--- src/rtl/load_store_unit.sv ---
// Load/store unit: takes one request from execute, decodes size/alignment, runs a
// single memory handshake with an ack timeout, and returns extended load data.
module load_store_unit #(
  parameter int unsigned ACK_TIMEOUT = 255
) (
  input  logic        clk,
  input  logic        rst_n,
  input  logic        start,
  input  logic [6:0]  opcode,
  input  logic [2:0]  funct3,
  input  logic [31:0] addr,
  input  logic [31:0] wdata,
  output logic        busy,
  output logic        done,
  output logic [31:0] rdata,
  output logic [1:0]  err,
  output logic        mem_req,
  output logic        mem_we,
  output logic [31:0] mem_addr,
  output logic [3:0]  mem_be,
  output logic [31:0] mem_wdata,
  input  logic [31:0] mem_rdata,
  input  logic        mem_ack
);

  localparam logic [1:0] S_IDLE = 2'b00;
  localparam logic [1:0] S_REQ  = 2'b01;
  localparam logic [1:0] S_DONE = 2'b10;

  localparam logic [6:0]  OP_LOAD  = 7'b0000011;
  localparam logic [6:0]  OP_STORE = 7'b0100011;
  localparam logic [15:0] TMO_LAST = 16'(ACK_TIMEOUT - 1);

  logic [1:0]  r_state;
  logic [15:0] r_cnt;
  logic [2:0]  r_funct3;
  logic [1:0]  r_lane;

  logic        w_is_load, w_is_store, w_legal, w_misal;
  logic [3:0]  w_be;
  logic [31:0] w_wdata;
  logic [7:0]  w_byte;
  logic [15:0] w_half;
  logic [31:0] w_ldata;

  // Request decode, evaluated on the start cycle only
  always_comb begin
    w_is_load  = (opcode == OP_LOAD);
    w_is_store = (opcode == OP_STORE);
    w_legal    = (w_is_load  && (funct3 inside {3'b000, 3'b001, 3'b010, 3'b100, 3'b101})) ||
                 (w_is_store && (funct3 inside {3'b000, 3'b001, 3'b010}));
    w_misal    = ((funct3[1:0] == 2'b01) && addr[0]) ||
                 ((funct3[1:0] == 2'b10) && (addr[1:0] != 2'b00));
    w_be       = 4'b1111;
    w_wdata    = wdata;
    if (w_is_store) begin
      case (funct3[1:0])
        2'b00: begin
          w_be    = 4'b0001 << addr[1:0];
          w_wdata = {4{wdata[7:0]}};
        end
        2'b01: begin
          w_be    = 4'b0011 << {addr[1], 1'b0};
          w_wdata = {2{wdata[15:0]}};
        end
        default: ;
      endcase
    end
  end

  // Lane select and extension of the returned word
  always_comb begin
    w_byte = mem_rdata[8*r_lane +: 8];
    w_half = r_lane[1] ? mem_rdata[31:16] : mem_rdata[15:0];
    case (r_funct3)
      3'b000:  w_ldata = {{24{w_byte[7]}}, w_byte};
      3'b100:  w_ldata = {24'b0, w_byte};
      3'b001:  w_ldata = {{16{w_half[15]}}, w_half};
      3'b101:  w_ldata = {16'b0, w_half};
      default: w_ldata = mem_rdata;
    endcase
  end

  always_ff @(posedge clk) begin
    if (!rst_n) begin
      r_state   <= S_IDLE;
      r_cnt     <= '0;
      r_funct3  <= '0;
      r_lane    <= '0;
      rdata     <= '0;
      err       <= '0;
      mem_req   <= 1'b0;
      mem_we    <= 1'b0;
      mem_addr  <= '0;
      mem_be    <= '0;
      mem_wdata <= '0;
    end else begin
      case (r_state)
        S_IDLE: begin
          if (start) begin
            if (!w_legal || w_misal) begin
              r_state <= S_DONE;
              err     <= !w_legal ? 2'd2 : 2'd1;
            end else begin
              r_state   <= S_REQ;
              r_cnt     <= '0;
              r_funct3  <= funct3;
              r_lane    <= addr[1:0];
              err       <= 2'd0;
              mem_req   <= 1'b1;
              mem_we    <= w_is_store;
              mem_addr  <= {addr[31:2], 2'b00};
              mem_be    <= w_be;
              mem_wdata <= w_wdata;
            end
          end
        end
        S_REQ: begin
          // ack takes priority over a timeout landing on the same cycle
          if (mem_ack) begin
            r_state <= S_DONE;
            mem_req <= 1'b0;
            err     <= 2'd0;
            if (!mem_we) rdata <= w_ldata;
          end else if (r_cnt == TMO_LAST) begin
            r_state <= S_DONE;
            mem_req <= 1'b0;
            err     <= 2'd3;
          end else begin
            r_cnt <= r_cnt + 16'd1;
          end
        end
        default: r_state <= S_IDLE;
      endcase
    end
  end

  assign busy = (r_state != S_IDLE);
  assign done = (r_state == S_DONE);

endmodule
--- config.mk ---
export PLATFORM = sky130hd
export DESIGN_NAME = load_store_unit
export DESIGN_NICKNAME = d
export VERILOG_FILES = /design/src/rtl/load_store_unit.sv
export SDC_FILE = /design/constraint.sdc
export NUM_CORES = 1
export LEC_CHECK = 0
export ABC_AREA = 1
export BUFFER_PORTS_ARGS = -buffer_cell sky130_fd_sc_hd__buf_2
export CAP_MARGIN = 20
export CORE_ASPECT_RATIO = 2
export CORE_MARGIN = 1.5
export CORE_UTILIZATION = 30
export CTS_CLUSTER_SIZE = 20
export DETAILED_ROUTE_END_ITERATION = 7
export GPL_ROUTABILITY_DRIVEN = 0
export PLACE_DENSITY = 0.58
export SLEW_MARGIN = 20
export SYNTH_ARGS = -nofsm -noshare
export SYNTH_HDL_FRONTEND = slang
export SYNTH_SLANG_ARGS = --single-unit
export TNS_END_PERCENT = 50
--- constraint.sdc ---
create_clock -name clk -period 1.52 [get_ports clk]
set_clock_uncertainty 0.1 [all_clocks]
set_input_delay 0 -clock clk [delete_from_list [all_inputs] [get_ports clk]]
set_output_delay 0 -clock clk [all_outputs]
set_load 0.05 [all_outputs]
==> results of run 1 <==
==> final cells by class <==
class / count / area share
Multi-Input combinational cell: 727 / 0.338
Timing Repair Buffer: 411 / 0.298
Sequential cell: 125 / 0.239
Clock buffer: 20 / 0.0441
Inverter: 103 / 0.0374
Tap cell: 269 / 0.0318
Clock inverter: 12 / 0.0117
==> metal layers <==
layer  vias to the layer above  track usage
met3                        76       0.0408
met5                         -            0
met1                      3568        0.210
met2                       269        0.407
met4                         0        0.119
li1                       3962            -
==> cell usage after synthesis, types with 2 or more instances <==
| master | instances |
|---|---|
| a21oi_1 | 68 |
| buf_2 | 13 |
| buf_4 | 7 |
| buf_6 | 7 |
| clkbuf_1 | 25 |
| dfxtp_1 | 125 |
| ha_1 | 2 |
| inv_1 | 99 |
| inv_2 | 4 |
| nand2_1 | 244 |
| nand2_2 | 4 |
| nand2_4 | 6 |
| nand3_1 | 43 |
| nand4_1 | 7 |
| nor2_1 | 184 |
| nor3_1 | 5 |
| o211a_1 | 2 |
| o211ai_1 | 3 |
| o21ai_0 | 115 |
| o21ai_1 | 11 |
| o21bai_1 | 2 |
| o22ai_1 | 8 |
| or2_2 | 2 |
| xnor2_1 | 2 |
| xor2_1 | 3 |
==> logic make-up after synthesis <==
kind of cell / share of synthesized area
AOI/OAI and AO/OA: 0.175
xor gates and xnor gates: 0.00680
adders and majority gates: 0.00388
buffers and inverters: 0.106
DFF: 0.389
other: 0.000582
and+or+nand+nor: 0.320
==> where the power goes <==
group,internal (mW),switching [mW]
sequential,3.28,0.00783
clock,2.42,1.67
combinational,0.412,0.448
==> worst max-delay path, delay by kind of cell, from the launching register on <==
kind / cells / cell delay (ns)
compound gates: 1 / 0.05
buf+inv: 2 / 0.24
simple gates: 6 / 0.68
fa+ha+maj: 1 / 0.12
flops: 1 / 0.34
==> sequential cells by signal, indices dropped and copies added, names as in the netlist, 3 cells and up <==
name / cells
mem_be: 4
r_cnt: 16
mem_wdata: 32
r_funct3: 3
rdata: 32
mem_addr: 30
==> how the worst max path moves through the flow <==
| stage | from | endpoint | slack (ns) | cells after the start |
|---|---|---|---|---|
| 6_report | r_cnt[0]$_SDFFE_PN0P_ | r_cnt[2]$_SDFFE_PN0P_ | -0.11 | 10 |
| 5_1_grt | r_cnt[0]$_SDFFE_PN0P_ | r_cnt[2]$_SDFFE_PN0P_ | -0.23 | 10 |
| 4_1_cts | r_cnt[0]$_SDFFE_PN0P_ | r_cnt[15]$_SDFFE_PN0P_ | -0.02 | 10 |
| 3_5_place_dp | r_cnt[1]$_SDFFE_PN0P_ | r_cnt[14]$_SDFFE_PN0P_ | -0.13 | 9 |
| 3_3_place_gp | r_cnt[0]$_SDFFE_PN0P_ | r_cnt[1]$_SDFFE_PN0P_ | -0.10 | 11 |
| 2_1_floorplan | r_cnt[0]$_SDFFE_PN0P_ | r_cnt[14]$_SDFFE_PN0P_ | -0.06 | 9 |
==> layout by cell type, fill, tap and decap left out, types with 31 or more instances in the layout <==
master         netlist  routed
dlygate4sd3_1        0     104
inv_1               99      94
buf_4                7      65
dfxtp_1            125     113
nand2_1            244     236
o21ai_0            115      94
nand3_1             43      31
nor2_1             184     172
a21oi_1             68      55
buf_2               13     212
==> what timing repair did <==
action / CTS / global route
setup buffers: 7 / 10
pin swaps: 3 / 16
gates resized for setup: 28 / 87
gates cloned: 1 / 11
hold endpoints to repair: 105 / 1
hold buffers: 105 / 1
setup endpoints to repair: 37 / 108
==> metrics by stage <==
stage	TNS (ns)	area (µm²)
final	-1.48	10600
after global placement	-2.17	8200
after global routing	-4.96	10600
after floorplan	-0.456	6460
after CTS	-0.204	10000
after detailed placement	-3.45	8200
==> impl_metrics.env, run 1 <==
export IMPL_grt_max_degree=52
export IMPL_cts_root_buf="clkbuf_16"
export IMPL_hold_class="in -> reg"
export IMPL_violations="hold timing, setup timing"
export IMPL_syn_area_mm2=0.00644
export IMPL_drt_met1_wl_mm=9.05
export IMPL_cp_required_ns=1.73
export IMPL_critPathArrivalTime_ns=1.84
export IMPL_avgSynthCellArea_um2=6.42
export IMPL_reg2reg_depth=10
export IMPL_grt_pass1_vias=7675
export IMPL_wire_per_inst_um=15.2
export IMPL_dieArea_mm2=0.0224
export IMPL_synthCells=1004
export IMPL_max_stage_delay_ns=0.34
export IMPL_dp_slack_ns=-0.129
export IMPL_top_layer="met4"
export IMPL_nNetsFinal=1497
export IMPL_cts_made_buffers=17
export IMPL_reg2reg_slack_ns=-0.11
export IMPL_hold_slack_ns=-0.0294
export IMPL_drv_cap=0
export IMPL_ys_flop_type="dfxtp_1"
export IMPL_hold_depth=3
export IMPL_outcome="finished, violations left"
export IMPL_drv_slew=0
export IMPL_multiInputGateArea_mm2=0.00358
export IMPL_final_hold_viol_count=1
export IMPL_synthArstFlopShare=0
export IMPL_utilization=0.503
export IMPL_die_x_um=107
export IMPL_drc=0
export IMPL_synth_edf_count=0
export IMPL_synth_area_leaders="dfxtp_1 39%, nand2_1 14%, nor2_1 11%, o21ai_0 8.9%, inv_1 5.8%"
export IMPL_worst_setup_path_start_kind="register"
export IMPL_clkLatencyLatePin_ns=0.43
export IMPL_worst_slack_ns=-0.115
export IMPL_fillers=2079
export IMPL_p_per_area_mw_per_mm2=779
export IMPL_portBuffers=213
export IMPL_synth_seq_cells=125
export IMPL_yosys_warnings=0
export IMPL_leakage_nw=5.10
export IMPL_grt_setup_unrepaired="yes"
export IMPL_synth_distinct_cells=38
export IMPL_grt_use_total=0.214
export IMPL_dr_pass1_iters=7
export IMPL_power_mw=8.24
export IMPL_die_h_um=210
export IMPL_ir_drop_mv=0.981
export IMPL_hold_end="r_lane[0]$_SDFFE_PN0P_"
export IMPL_fin_cells=1667
export IMPL_seq_area_mm2=0.00252
export IMPL_vias=7875
export IMPL_start_util=0.306
export IMPL_crit_type="reg -> reg"
export IMPL_slowest_stage="dfxtp_2"
export IMPL_vias_per_cell=4.72
export IMPL_grt_overflow=0
export IMPL_area_growth_syn_to_layout_pct=64.3
export IMPL_cp_cell_sequence="inv_2, ha_4, nand3_2, nor3_2, nand2_2, nand2_4, nand2_4, buf_4, nand3_2, a21oi_2"
export IMPL_r2r_start="r_cnt[0]$_SDFFE_PN0P_"
export IMPL_setup_viol=21
export IMPL_grt_pass1_wl_mm=37.5
export IMPL_final_layout_size_suffix_gt1_frac=0.310
export IMPL_max_freq_mhz=612
export IMPL_end_kind="register"
export IMPL_hp_start="addr[0]"
export IMPL_tightest_slew_ns=0.536
export IMPL_seq_area_frac_synth=0.389
export IMPL_met3WireLength_mm=1.06
export IMPL_rr_endpoint="r_cnt[2]$_SDFFE_PN0P_"
export IMPL_min_period_ns=1.63
export IMPL_ant_nets=0
export IMPL_ios=216
export IMPL_clk_pin_slew_ns=0.06
export IMPL_diodes=0
export IMPL_cts_path_max_buffers=2
export IMPL_synth_top_area_frac=0.389
export IMPL_core_area_mm2=0.0210
export IMPL_wl_met2_mm=14.0
export IMPL_drt_iter0_markers=248
export IMPL_yosysTopAreaCell="dfxtp_1"
export IMPL_max_slew_margin=0.643
export IMPL_wl_mm=25.3
export IMPL_cp_max_fo=4
export IMPL_dpl_cell_count=1502
export IMPL_row_count=75
export IMPL_antenna_found_initial=0
export IMPL_htree_levels=4
export IMPL_hpwl_mm=16.5
export IMPL_fin_crit_sh=1.08
export IMPL_cts_tree="built"
export IMPL_cts_num_sinks=125
(Power assumes the default switching activity.)
==> inputs of run 2 (changes only) <==
--- a/config.mk
+++ b/config.mk
@@ -15,6 +15,7 @@
 export DETAILED_ROUTE_END_ITERATION = 7
 export GPL_ROUTABILITY_DRIVEN = 0
 export PLACE_DENSITY = 0.58
+export REMOVE_ABC_BUFFERS = 1
 export SLEW_MARGIN = 20
 export SYNTH_ARGS = -nofsm -noshare
 export SYNTH_HDL_FRONTEND = slang
==> run 2 against run 1 <==
Net effect:
- the run ends with setup timing left
- clock power grew 4%
- sequential power is essentially flat
- clock-buffer cell count shrank 1
- routed wire length grew 1.1%
- critical path depth shrank 5
- die area is the same
- total power grew 1.7%
- global-route usage grew 0.28 points
- largest cell class unchanged
==> impl_metrics.env, run 2 (synthesis results as in run 1) <==
export IMPL_outcome="finished, violations left"
export IMPL_violations="setup timing"
export IMPL_p_int_mw=6.31
export IMPL_seqPwrFrac=0.393
export IMPL_design_area_mm2=0.0107
export IMPL_die_h_um=210
export IMPL_dieArea_mm2=0.0224
export IMPL_grt_max_degree=54
export IMPL_cts_num_sinks=125
export IMPL_hold_end="r_funct3[1]$_SDFFE_PN0P_"
export IMPL_area_growth_syn_to_layout_pct=66.6
export IMPL_critPathArrivalTime_ns=1.55
export IMPL_layout_commonest_cell="nand2_1"
export IMPL_portBuffers=213
export IMPL_fin_crit_sh=1.09
export IMPL_wire_per_inst_um=15.4
export IMPL_antenna_found_initial=0
export IMPL_die_x_um=107
export IMPL_diodes=0
export IMPL_power_mw=8.38
export IMPL_setup_tns_ns=-1.89
export IMPL_dpl_cell_area_mm2=0.00818
export IMPL_crit_type="reg -> out"
export IMPL_end_kind="output pin"
export IMPL_worst_slack_ns=-0.133
export IMPL_grt_overflow=0
export IMPL_power_frac_comb=0.101
export IMPL_crit_top_cell="buf_4"
export IMPL_clkLatencyLatePin_ns=0.43
export IMPL_drv_slew=0
export IMPL_p_sw_mw=2.07
export IMPL_vias_per_cell=4.75
export IMPL_drt_iter0_markers=321
export IMPL_ios=216
export IMPL_switching_share=0.247
export IMPL_top_regs="mem_wdata: 32 flops, rdata: 32 flops, mem_addr: 30 flops"
export IMPL_hp_start="funct3[1]"
export IMPL_slowest_stage="dfxtp_2"
export IMPL_cp_required_ns=1.42
export IMPL_hold_depth=4
export IMPL_cts_tree="built"
export IMPL_grt_pass1_vias=7677
export IMPL_p_per_area_mw_per_mm2=781
export IMPL_reg2reg_slack_ns=-0.08
export IMPL_cts_root_buf="clkbuf_16"
export IMPL_rr_endpoint="r_cnt[8]$_SDFFE_PN0P_"
export IMPL_critPathLaunch="r_state[1]$_SDFFE_PN0P_"
export IMPL_nNetsFinal=1497
export IMPL_core_area_mm2=0.0210
export IMPL_reg2reg_depth=10
export IMPL_ir_drop_mv=0.914
export IMPL_leakage_nw=5.11
export IMPL_cts_path_max_buffers=2
export IMPL_worst_setup_path_start_kind="register"
export IMPL_drv_cap=0
export IMPL_cp_cell_sequence="inv_2, buf_4, buf_4, nor2_1, buf_6"
export IMPL_grt_setup_unrepaired="yes"
export IMPL_r2r_start="r_cnt[0]$_SDFFE_PN0P_"
export IMPL_grt_use_total=0.216
export IMPL_grt_pass1_wl_mm=37.7
export IMPL_max_stage_delay_ns=0.36
export IMPL_ant_nets=0
export IMPL_cp_max_fo=3
export IMPL_row_count=75
export IMPL_final_hold_viol_count=0
export IMPL_drc=0
export IMPL_dr_pass1_iters=5
export IMPL_cts_made_buffers=17
export IMPL_min_period_ns=1.65
export IMPL_hold_class="in -> reg"
export IMPL_max_freq_mhz=605
export IMPL_final_layout_size_suffix_gt1_frac=0.338
export IMPL_hpwl_mm=16.8
export IMPL_start_util=0.306
export IMPL_clk_pin_slew_ns=0.06
export IMPL_htree_levels=4
export IMPL_final_cell_mix="236 x nand2_1, 211 x buf_2, 148 x nor2_1"
export IMPL_setup_viol=50
export IMPL_wl_mm=25.6
export IMPL_vias=7921
export IMPL_clkPwrFrac=0.506
run 2: area by class of cell:
cell class / count / area, µm²
Sequential cell: 125 / 2520
Fill cell: 2030 / 10300
Clock buffer: 19 / 443
Inverter: 103 / 398
Timing Repair Buffer: 411 / 3150
Tap cell: 269 / 337
Multi-Input combinational cell: 727 / 3710
Clock inverter: 13 / 166
run 2: per-stage QoR:
| stage | utilization | setup slack (ns) | hold WS, ns | cells |
|---|---|---|---|---|
| global route | 0.510 | -0.182 | 0.0195 | 1667 |
| global placement | 0.389 | -0.123 | 0.121 | 1505 |
| floorplan | - | -1.57 | 0.0228 | 952 |
| finish | 0.510 | -0.133 | 0.0127 | 1667 |
| CTS | 0.478 | -0.0805 | 0.00525 | 1644 |
| detailed placement | 0.389 | -0.136 | 0.128 | 1505 |
run 2: critical path, delay by kind of cell, from the launching register on:
family / cells / cell delay, ns
buffers and inverters: 4 / 0.51
flip-flops: 1 / 0.36
AND/OR/NAND/NOR: 1 / 0.24
run 2: worst max path at each step:
stage                                  end  slack, ns
global route         r_cnt[0]$_SDFFE_PN0P_      -0.18
detailed placement   r_cnt[8]$_SDFFE_PN0P_      -0.14
global placement     r_cnt[8]$_SDFFE_PN0P_      -0.12
finish                                done      -0.13
CTS                  rdata[3]$_SDFFE_PN0P_      -0.08
floorplan           rdata[10]$_SDFFE_PN0P_      -1.57
run 2: metal layers:
metal	GRT usage	up-vias	part of all wire
met5	0	-	0
met4	0.145	0	0.053
met3	0.0374	81	0.039
met2	0.408	258	0.56
met1	0.209	3614	0.35
li1	-	3968	-
run 2: timing repair:
action | CTS | global route
cloned | 3 | 9
hold endpoints to repair | 106 | 0
pin swaps | 7 | 42
endpoints found under the setup margin | 48 | 127
buffers inserted | 2 | 14
hold buffers | 102 | 0
resized for setup | 43 | 152
run 2: power by group through the flow:
stage	registers, mW	logic [mW]	clock network (mW)
finish	3.29	0.849	4.24
global route	3.29	0.918	4.46
CTS	3.29	0.810	4.33
detailed placement	3.37	0.585	0
global placement	3.37	0.582	0
floorplan	3.39	0.221	0
